`config.mk`:
```
export PLATFORM = sky130hd
export DESIGN_NAME = find_max_sequencer
export DESIGN_NICKNAME = d
export VERILOG_FILES = /design/src/rtl/find_max_pkg.sv /design/src/rtl/seq_op_fifo.sv /design/src/rtl/find_max_sequencer.sv
export SDC_FILE = /design/constraint.sdc
export NUM_CORES = 1
export LEC_CHECK = 0
export CORE_MARGIN = 4
export CORE_UTILIZATION = 40
export CTS_CLUSTER_SIZE = 8
export DETAILED_ROUTE_END_ITERATION = 8
export PLACE_DENSITY = 0.65
export SETUP_SLACK_MARGIN = 0.3
export SKIP_CTS_REPAIR_TIMING = 1
export SKIP_LAST_GASP = 1
export SYNTH_ARGS = -nofsm -noshare
export SYNTH_HDL_FRONTEND = slang
export SYNTH_SLANG_ARGS = --single-unit
export TNS_END_PERCENT = 1
```
`constraint.sdc`:
```
create_clock -name clk -period 2.2 [get_ports clk]
set_input_delay 0.44 -clock clk [delete_from_list [all_inputs] [get_ports clk]]
set_output_delay 0.44 -clock clk [all_outputs]
set_load 0.02 [all_outputs]
```
`src/rtl/find_max_pkg.sv`:
```
// Shared types and constants for the find_MAX job sequencer: FSM state encoding,
// FU instruction codes and default widths.
package find_max_pkg;

    localparam int DATA_W_DEF  = 8;
    localparam int DEPTH_DEF   = 4;
    localparam int CNT_W_DEF   = 8;
    localparam int TMO_CYC_DEF = 64;
    localparam int INSTR_W     = 3;

    typedef enum logic [2:0] {
        ST_IDLE   = 3'd0,
        ST_START  = 3'd1,
        ST_STREAM = 3'd2,
        ST_WAIT   = 3'd3,
        ST_RESP   = 3'd4
    } fms_state_e;

    // FU instruction codes; the sequencer forwards them untouched.
    localparam logic [INSTR_W-1:0] FU_MAX_U   = 3'd0;
    localparam logic [INSTR_W-1:0] FU_MAX_S   = 3'd1;
    localparam logic [INSTR_W-1:0] FU_MIN_U   = 3'd2;
    localparam logic [INSTR_W-1:0] FU_MIN_S   = 3'd3;
    localparam logic [INSTR_W-1:0] FU_MAX_ABS = 3'd4;

endpackage

```
`src/rtl/seq_op_fifo.sv`:
```
// Synchronous operand-pair FIFO for the find_MAX sequencer. Wrap-bit pointers give
// full/empty without a counter; the head word is read combinationally.
module seq_op_fifo #(
    parameter int WIDTH = 16,
    parameter int DEPTH = 4
) (
    input  logic             clk,
    input  logic             rst,
    input  logic             push,
    input  logic             pop,
    input  logic [WIDTH-1:0] wdata,
    output logic [WIDTH-1:0] rdata,
    output logic             full,
    output logic             empty
);
    localparam int AW = $clog2(DEPTH);

    logic [WIDTH-1:0] mem_q [DEPTH];
    logic [AW:0]      wr_ptr_q;
    logic [AW:0]      rd_ptr_q;
    logic             do_push;
    logic             do_pop;

    assign do_push = push & ~full;
    assign do_pop  = pop & ~empty;

    assign empty = (wr_ptr_q == rd_ptr_q);
    assign full  = (wr_ptr_q[AW] != rd_ptr_q[AW]) &&
                   (wr_ptr_q[AW-1:0] == rd_ptr_q[AW-1:0]);
    assign rdata = mem_q[rd_ptr_q[AW-1:0]];

    always_ff @(posedge clk or posedge rst) begin
        if (rst) begin
            wr_ptr_q <= '0;
            rd_ptr_q <= '0;
        end else begin
            if (do_push) wr_ptr_q <= wr_ptr_q + 1'b1;
            if (do_pop)  rd_ptr_q <= rd_ptr_q + 1'b1;
        end
    end

    // Storage has no reset: entries are only visible once written.
    for (genvar gi = 0; gi < DEPTH; gi++) begin : g_entry
        always_ff @(posedge clk) begin
            if (do_push && (wr_ptr_q[AW-1:0] == AW'(gi))) mem_q[gi] <= wdata;
        end
    end

endmodule

```
`src/rtl/find_max_sequencer.sv`:
```
// Job-level controller driving the find_MAX datapath from a buffered operand stream.
// Optional finish watchdog and err_timeout port enabled by defining FMS_TIMEOUT_EN.
module find_max_sequencer
    import find_max_pkg::*;
#(
    parameter int DATA_W  = DATA_W_DEF,
    parameter int DEPTH   = DEPTH_DEF,
    parameter int CNT_W   = CNT_W_DEF,
    parameter int TMO_CYC = TMO_CYC_DEF
) (
    input  logic               clk,
    input  logic               rst,
    input  logic               job_valid,
    output logic               job_ready,
    input  logic [CNT_W-1:0]   job_count,
    input  logic [INSTR_W-1:0] job_instr,
    input  logic               op_valid,
    output logic               op_ready,
    input  logic [DATA_W-1:0]  op_a,
    input  logic [DATA_W-1:0]  op_b,
    output logic               fm_start,
    output logic               fm_valid,
    output logic [DATA_W-1:0]  fm_data_a,
    output logic [DATA_W-1:0]  fm_data_b,
    output logic               fm_one_left,
    output logic [INSTR_W-1:0] fm_instruction,
    input  logic [DATA_W-1:0]  fm_maximum,
    input  logic               fm_finish,
    output logic               res_valid,
    output logic [DATA_W-1:0]  res_max,
    output logic               busy
`ifdef FMS_TIMEOUT_EN
    ,
    output logic               err_timeout
`endif
);

    fms_state_e         state_q, state_d;
    logic [CNT_W-1:0]   rem_q, rem_d;
    logic [INSTR_W-1:0] instr_q, instr_d;
    logic [DATA_W-1:0]  data_a_q, data_a_d;
    logic [DATA_W-1:0]  data_b_q, data_b_d;
    logic [DATA_W-1:0]  res_max_q, res_max_d;

    logic                fifo_full;
    logic                fifo_empty;
    logic                fifo_pop;
    logic [2*DATA_W-1:0] fifo_rdata;
    logic [DATA_W-1:0]   head_a;
    logic [DATA_W-1:0]   head_b;

`ifdef FMS_TIMEOUT_EN
    localparam int TMO_W = $clog2(TMO_CYC + 1);
    logic [TMO_W-1:0] tmo_q, tmo_d;
    logic             err_q, err_d;
`else
    logic unused_tmo_cyc;
    assign unused_tmo_cyc = ^TMO_CYC;
`endif

    seq_op_fifo #(
        .WIDTH (2 * DATA_W),
        .DEPTH (DEPTH)
    ) u_fifo (
        .clk   (clk),
        .rst   (rst),
        .push  (op_valid),
        .pop   (fifo_pop),
        .wdata ({op_a, op_b}),
        .rdata (fifo_rdata),
        .full  (fifo_full),
        .empty (fifo_empty)
    );

    assign head_a = fifo_rdata[2*DATA_W-1:DATA_W];
    assign head_b = fifo_rdata[DATA_W-1:0];

    always_ff @(posedge clk or posedge rst) begin
        if (rst) begin
            state_q   <= ST_IDLE;
            rem_q     <= '0;
            instr_q   <= '0;
            data_a_q  <= '0;
            data_b_q  <= '0;
            res_max_q <= '0;
`ifdef FMS_TIMEOUT_EN
            tmo_q     <= '0;
            err_q     <= 1'b0;
`endif
        end else begin
            state_q   <= state_d;
            rem_q     <= rem_d;
            instr_q   <= instr_d;
            data_a_q  <= data_a_d;
            data_b_q  <= data_b_d;
            res_max_q <= res_max_d;
`ifdef FMS_TIMEOUT_EN
            tmo_q     <= tmo_d;
            err_q     <= err_d;
`endif
        end
    end

    always_comb begin
        state_d   = state_q;
        rem_d     = rem_q;
        instr_d   = instr_q;
        data_a_d  = data_a_q;
        data_b_d  = data_b_q;
        res_max_d = res_max_q;
        fifo_pop  = 1'b0;
`ifdef FMS_TIMEOUT_EN
        tmo_d     = '0;
        err_d     = err_q;
`endif
        case (state_q)
            ST_IDLE: begin
                if (job_valid) begin
                    rem_d   = job_count;
                    instr_d = job_instr;
`ifdef FMS_TIMEOUT_EN
                    err_d   = 1'b0;
`endif
                    if (job_count == '0) begin
                        res_max_d = '0;
                        state_d   = ST_RESP;
                    end else begin
                        state_d   = ST_START;
                    end
                end
            end
            ST_START: state_d = ST_STREAM;
            ST_STREAM: begin
                // An empty FIFO simply produces a bubble; the job waits for operands.
                if (!fifo_empty) begin
                    fifo_pop = 1'b1;
                    data_a_d = head_a;
                    data_b_d = head_b;
                    if (rem_q != '0) rem_d = rem_q - CNT_W'(1);
                    if (rem_q <= CNT_W'(1)) state_d = ST_WAIT;
                end
            end
            ST_WAIT: begin
                if (fm_finish) begin
                    res_max_d = fm_maximum;
                    state_d   = ST_RESP;
                end
`ifdef FMS_TIMEOUT_EN
                else if (tmo_q == TMO_W'(TMO_CYC - 1)) begin
                    res_max_d = '0;
                    err_d     = 1'b1;
                    state_d   = ST_RESP;
                end else begin
                    tmo_d = tmo_q + 1'b1;
                end
`endif
            end
            ST_RESP: state_d = ST_IDLE;
            default: state_d = ST_IDLE;
        endcase
    end

    assign job_ready      = (state_q == ST_IDLE);
    assign busy           = (state_q != ST_IDLE);
    assign op_ready       = ~fifo_full;
    assign fm_start       = (state_q == ST_START);
    assign fm_valid       = fifo_pop;
    assign fm_data_a      = fifo_pop ? head_a : data_a_q;
    assign fm_data_b      = fifo_pop ? head_b : data_b_q;
    // one_left latches high once the final pair is due and stays up through WAIT.
    assign fm_one_left    = (state_q == ST_WAIT) ||
                            (((state_q == ST_START) || (state_q == ST_STREAM)) &&
                             (rem_q == CNT_W'(1)));
    assign fm_instruction = instr_q;
    assign res_valid      = (state_q == ST_RESP);
    assign res_max        = res_max_q;
`ifdef FMS_TIMEOUT_EN
    assign err_timeout    = err_q;
`endif

endmodule
```
# After elaboration in Yosys (flattened, before gate mapping)
# Memory sizes are Yosys's and may differ from the RTL's.
# Cells that the tools add are included.
[classes] n_mux=35 n_bitwise=4 magnitude_cmp=1 eq_ne=17 n_reduce_logical=23 add_sub_neg=3
[ops] operator="$mux 8" n=8
[ops] operator="$mux 16" n=3
[ops] operator="$reduce_or 16->1" n=3
[ops] operator="$pmux 8 s2" n=2
[ops] operator="$mux 3" n=5
[ops] operator="$mux 1" n=13
[ops] operator="$pmux 3 s4" n=1
[ops] operator="$reduce_and 4->1" n=3
[ops] operator="$ne 2x2->1 const B" n=5
[ops] operator="$eq 8x1->1 const B" n=1
[ops] operator="$le 8x1->1 const B" n=1
[ops] operator="$logic_not 8->1" n=1
[ops] operator="$reduce_bool 8->1" n=1
[ops] operator="$sub 8x1->8 const B" n=1
[ops] operator="$add 3x1->3 const B" n=2
[ops] operator="$eq 3x2->1 const B" n=2
[ops] operator="$logic_and 1x1->1" n=6
[ops] operator="$mux 2" n=3
[ops] operator="$eq 2x2->1 const B" n=2
[ops] operator="$reduce_and 2->1" n=2
[ops] operator="$reduce_bool 2->1" n=2
[ops] operator="$eq 3x1->1 const B" n=1
[ops] operator="$eq 3x3->1" n=1
[ops] operator="$eq 3x3->1 const B" n=1
[ops] operator="10 further kinds" n=13
[word_totals] word_cells=92 ff_bits=44 in_bits=40 ram_bits=64 n_memories=1
[memory_table] name="u_fifo.mem_q" words=4 word_bits=16 read_ports=1 rd_clocked_by_memory_dff=0 wr=1 line="seq_op_fifo.sv:18" source="logic [WIDTH-1:0] mem_q [DEPTH];"

# Longest topological paths before layout
[logic_depth] ltp_word=11 ltp_mapped=7

# Hierarchy
# Synthesis repeated with hierarchy kept, for this count alone.
[unflattened] cells_unflattened=289 area_unflattened_um2=4669.5
[by_module_without_submodules] module="seq_op_fifo" cells_each=133 instances=1 area_each_um2=2827.7 seq_area_each_um2=2072.0
[by_module_without_submodules] module="find_max_sequencer" cells_each=156 instances=1 area_each_um2=1841.8 seq_area_each_um2=950.9

# Least setup slack after synthesis
# Ideal clock, no wire load.
[synth_path] path_type="register to output" startpoint="register state_q[2]" endpoint="output fm_data_a[7]" path_slack_ps=-96 arrival_ps=1856 stages_incl_launch_ff=6 required_time_ps=1760 cell_sequence="dfrtp_1 -> buf_2 -> or3b_1 -> a31oi_2 -> buf_2 -> mux2_2"
[synth_between] elab_chain_cells=3
[synth_rtl] element="start, declared" line="find_max_sequencer.sv:38" source="fms_state_e state_q, state_d;"
[synth_rtl] element="start signal, assigned" line="find_max_sequencer.sv:91" source="state_q <= state_d;"
[synth_rtl] element="$eq 3x2->1" line="find_max_sequencer.sv:116" source="case (state_q)"
[synth_rtl] element="$mux 1" line="find_max_sequencer.sv:116"
[synth_rtl] element="named net fm_valid" line="find_max_sequencer.sv:22" source="output logic fm_valid,"
[synth_rtl] element="$mux 8" line="find_max_sequencer.sv:168" source="assign fm_data_a = fifo_pop ? head_a : data_a_q;"
[synth_rtl] element="end, declared" line="find_max_sequencer.sv:23" source="output logic [DATA_W-1:0] fm_data_a,"
# The timed path passes the listed nets, and every way through them passes these cells.

# Worst setup path in the final report
[layout_path] startpoint="register state_q[2]" endpoint="output fm_data_b[6]"
[layout_between] elab_chain_cells=3
[layout_rtl] element="$eq 3x2->1" line="find_max_sequencer.sv:116"
[layout_rtl] element="$mux 1" line="find_max_sequencer.sv:116"
[layout_rtl] element="$mux 8" line="find_max_sequencer.sv:169" source="assign fm_data_b = fifo_pop ? head_b : data_b_q;"
[layout_rtl] element="end, declared" line="find_max_sequencer.sv:24" source="output logic [DATA_W-1:0] fm_data_b,"
# Every way passes these cells.

==> impl_metrics.csv <==
group,metric,value,unit
global_routing,overflow,0,
logic_synthesis,ys_seq_area_frac,0.6645,
pwr,power_density,1590,nW/um2
timing,min_period,2.556,ns
timing,tns,-6.597,ns
global_routing,antenna_found_initial,0,
routing,drc,0,
routing,drtIter0Drc,178,
pwr,pwr-share-seq,0.314,
logic_synthesis,synth_cell_types,44,
floorplan,rows,38,
logic_synthesis,synth_fp_nets,325,
pwr,p_int,6.309,mW
setup_path,crit_chain,"or3b_4, a31oi_4, clkbuf_16, mux2_4, buf_6",
pwr,ir_worst_vdd,0.8940,mV
pwr,p_leak,2.425,nW
setup_path,critPathLaunchType,"register",
timing,tightest_slew,0.5297,ns
floorplan,die_h,114.6,um
setup_path,endpoint_kind,"output port",
floorplan,io_pins,74,
timing,setup_viol,22,
setup_path,slowest_stage,"or3b_4",
pwr,comb_power_share,0.517,
cts,cts.path.max_buffers,2,
floorplan,coreArea,10980,um2
routing,drt_first_pass_iters,4,
min_path,holdCritPathClass,"input port to async pin",
timing,holdWs,0.4042,ns
global_routing,grt_max_degree,20,
cts,cts-buffers-inserted,9,
global_routing,grt_pass1_vias,3037,
status,failed_checks,"negative setup slack",
routing,wl,9.780,mm
timing,hold_viol,0,
timing,slew_headroom,0.6439,
layout,drive_above_1_share,0.3176,
cts,clkTransAtPathRegs,0.07,ns
cts,tritoncts,"built",
timing,fmax,0.3913,GHz
timing,finalMaxSlewViolations,0,
logic_synthesis,yosys_warnings,0,
cts,htreeDepth,3,
placement,dp_hpwl,6.840,mm
routing,vias,2798,
cts,clock_sinks,108,
pwr,p_sw,3.503,mW
routing,wl_per_cell,18.01,um
logic_synthesis,syn_inst,277,
timing,fin_skew,0.006208,ns
timing,finalWorstSetupSlack,-0.3558,ns
global_routing,grt_pass1_wl,15.73,mm
run,max_cap_violations,0,
logic_synthesis,async_flop_share,0.4074,
status,status,"finished with violations",
pwr,total_power,9.812,mW
timing,min_period_over_period,1.162,
setup_path,crit_fanout,5,
placement,port_buffers,73,
layout,final_nets,446,
timing,rsz0062_at_grt,"yes",
cts,cts-root-buf,"clkbuf_16",
floorplan,dieArea,13140,um2
setup_path,critical_path_arrival,2.12,ns
routing,ant_nets,0,
logic_synthesis,syn_area,4549,um2
setup_path,slowest_delay,0.42,ns
logic_synthesis,syn_avg_cell_area,16.42,um2
placement,gp_congestion,0.7959,
floorplan,start_util,0.4142,
pwr,switching_share,0.3570,
logic_synthesis,synth-seq-cells,108,
floorplan,die_x,114.6,um
logic_synthesis,synth-edff-count,64,
setup_path,critPathKind,"register to output port",
logic_synthesis,ys.flop_type,"edfxtp_1",
global_routing,grt_usage,0.1566,
layout,num_antenna_cells,0,
setup_path,cp.required,1.76,ns
pwr,p_clk_frac,0.169,
cts,worst_skew_pair.late_latency,0.34,ns
routing,vias_per_cell,5.153,
layout,area_growth,35.67,%
per-stage QoR:
| step | util | setup WS, ns | instance area (um2) | std cells |
|---|---|---|---|---|
| floorplan | - | 0.1038 | 4636 | 277 |
| global placement | 0.5346 | -0.3028 | 5872 | 526 |
| detailed placement | 0.5346 | -0.3231 | 5872 | 526 |
| CTS | 0.5624 | -0.7208 | 6177 | 542 |
| global route | 0.5620 | -0.4359 | 6172 | 543 |
| finish | 0.5620 | -0.3558 | 6172 | 543 |
cell usage in the layout, fill, tap and decap left out, types with 3 or more instances in the layout:
cell type	synthesis	final
clkdlybuf4s50_1	0	55
o211ai_1	6	6
a21oi_1	4	4
and2_1	6	6
inv_1	9	8
nand2_1	5	5
a22o_1	8	8
nor2_1	8	8
buf_6	2	6
nor4_1	3	3
a22oi_1	3	3
clkbuf_2	0	11
clkbuf_16	0	10
ha_1	8	8
nand3_1	8	8
o311ai_0	3	3
mux2_2	20	6
buf_4	0	47
buf_12	0	4
mux2_4	0	14
o22a_1	4	4
xor2_1	5	5
edfxtp_1	64	64
mux4_2	16	16
xnor2_1	5	5
inv_6	0	3
or3_1	3	3
o31ai_1	3	3
dfrtp_1	44	44
nor3_1	3	3
synthesized netlist by cell type (2+ instances only):
cell type / instances / area (um2)
o211ai_1: 6 / 45.04
mux2_2: 20 / 225.2
o21ai_0: 2 / 10.01
clkbuf_1: 5 / 18.77
or3_1: 3 / 18.77
nand3_1: 8 / 40.04
nor3_1: 3 / 15.01
a21oi_1: 4 / 20.02
nor4_1: 3 / 18.77
mux4_2: 16 / 360.4
a22oi_1: 3 / 22.52
dfrtp_1: 44 / 1101
o31ai_1: 3 / 22.52
xor2_1: 5 / 43.79
a22o_1: 8 / 70.07
inv_1: 9 / 33.78
ha_1: 8 / 100.1
buf_6: 2 / 22.52
o31a_1: 2 / 17.52
and2_1: 6 / 37.54
a2bb2oi_1: 2 / 17.52
nor3b_1: 2 / 15.01
buf_2: 9 / 45.04
o22a_1: 4 / 35.03
nand2_1: 5 / 18.77
xnor2_1: 5 / 43.79
o311ai_0: 3 / 26.28
edfxtp_1: 64 / 1922
nor2_1: 8 / 30.03
final cells by class:
type                            count  area [um2]
Clock buffer                        9       225.2
Clock inverter                      7       80.08
Fill cell                         914        4811
Inverter                            9       33.78
Multi-Input combinational cell    144        1479
Sequential cell                   108        3023
Tap cell                          140       175.2
Timing Repair Buffer              126        1156
sequential cells by signal, summed over array words and instances, names as in the netlist:
register / flops
res_max: 8
u_fifo.rd_ptr_q: 3
u_fifo.wr_ptr_q: 3
state_q: 3
data_a_q: 8
data_b_q: 8
u_fifo.mem_q: 64
rem_q: 8
fm_instruction: 3
path summary, 6_finish.rpt:
| path | from | end | slack [ns] | depth (start not counted) |
|---|---|---|---|---|
| max in group asynchronous | rst | data_a_q[2] | 1.21 | 3 |
| min reg2reg | data_a_q[6] | data_a_q[6] | 0.50 | 1 |
| max reg2reg | u_fifo.rd_ptr_q[0] | u_fifo.mem_q[1][9] | 0.19 | 5 |
| min | rst | state_q[0] | 0.40 | 2 |
| min in group clk | data_a_q[6] | data_a_q[6] | 0.50 | 1 |
| max | state_q[2] | fm_data_b[6] | -0.36 | 5 |
layer usage:
layer	wire, um	global-route usage	vias up
met1	4348	0.1952	1401
li1	-	-	1320
met3	584	0.05285	6
met2	4787	0.2623	71
met5	0	0	-
met4	60	0.04038	0
cells by family (layout without fill, tap and decap cells):
group,count (synthesis),in the layout,share of synthesized area
compound gates,45,45,0.08334
fa+ha+maj,9,9,0.02420
xor+xnor,10,10,0.01925
buf+inv,25,151,0.02640
simple gates,44,44,0.05363
mux,36,36,0.1287
flops,108,108,0.6645
worst max-delay path: cells and delay by family, from the launching register on:
kind                   cells  cell delay [ns]
buffers and inverters      2             0.35
multiplexers               1             0.31
flip-flops                 1             0.38
AO/OA/AOI/OAI              1             0.31
AND/OR/NAND/NOR            1             0.42
power groups by stage:
stage / registers (mW) / logic (mW) / clock network [mW]
2_1_floorplan: 3.22 / 2.95 / 0
3_3_place_gp: 3.10 / 5.07 / 0
3_5_place_dp: 3.13 / 5.16 / 0
4_1_cts: 3.09 / 5.20 / 1.71
5_1_grt: 3.15 / 5.48 / 1.80
6_report: 3.08 / 5.08 / 1.65
(Power assumes the default switching activity.)
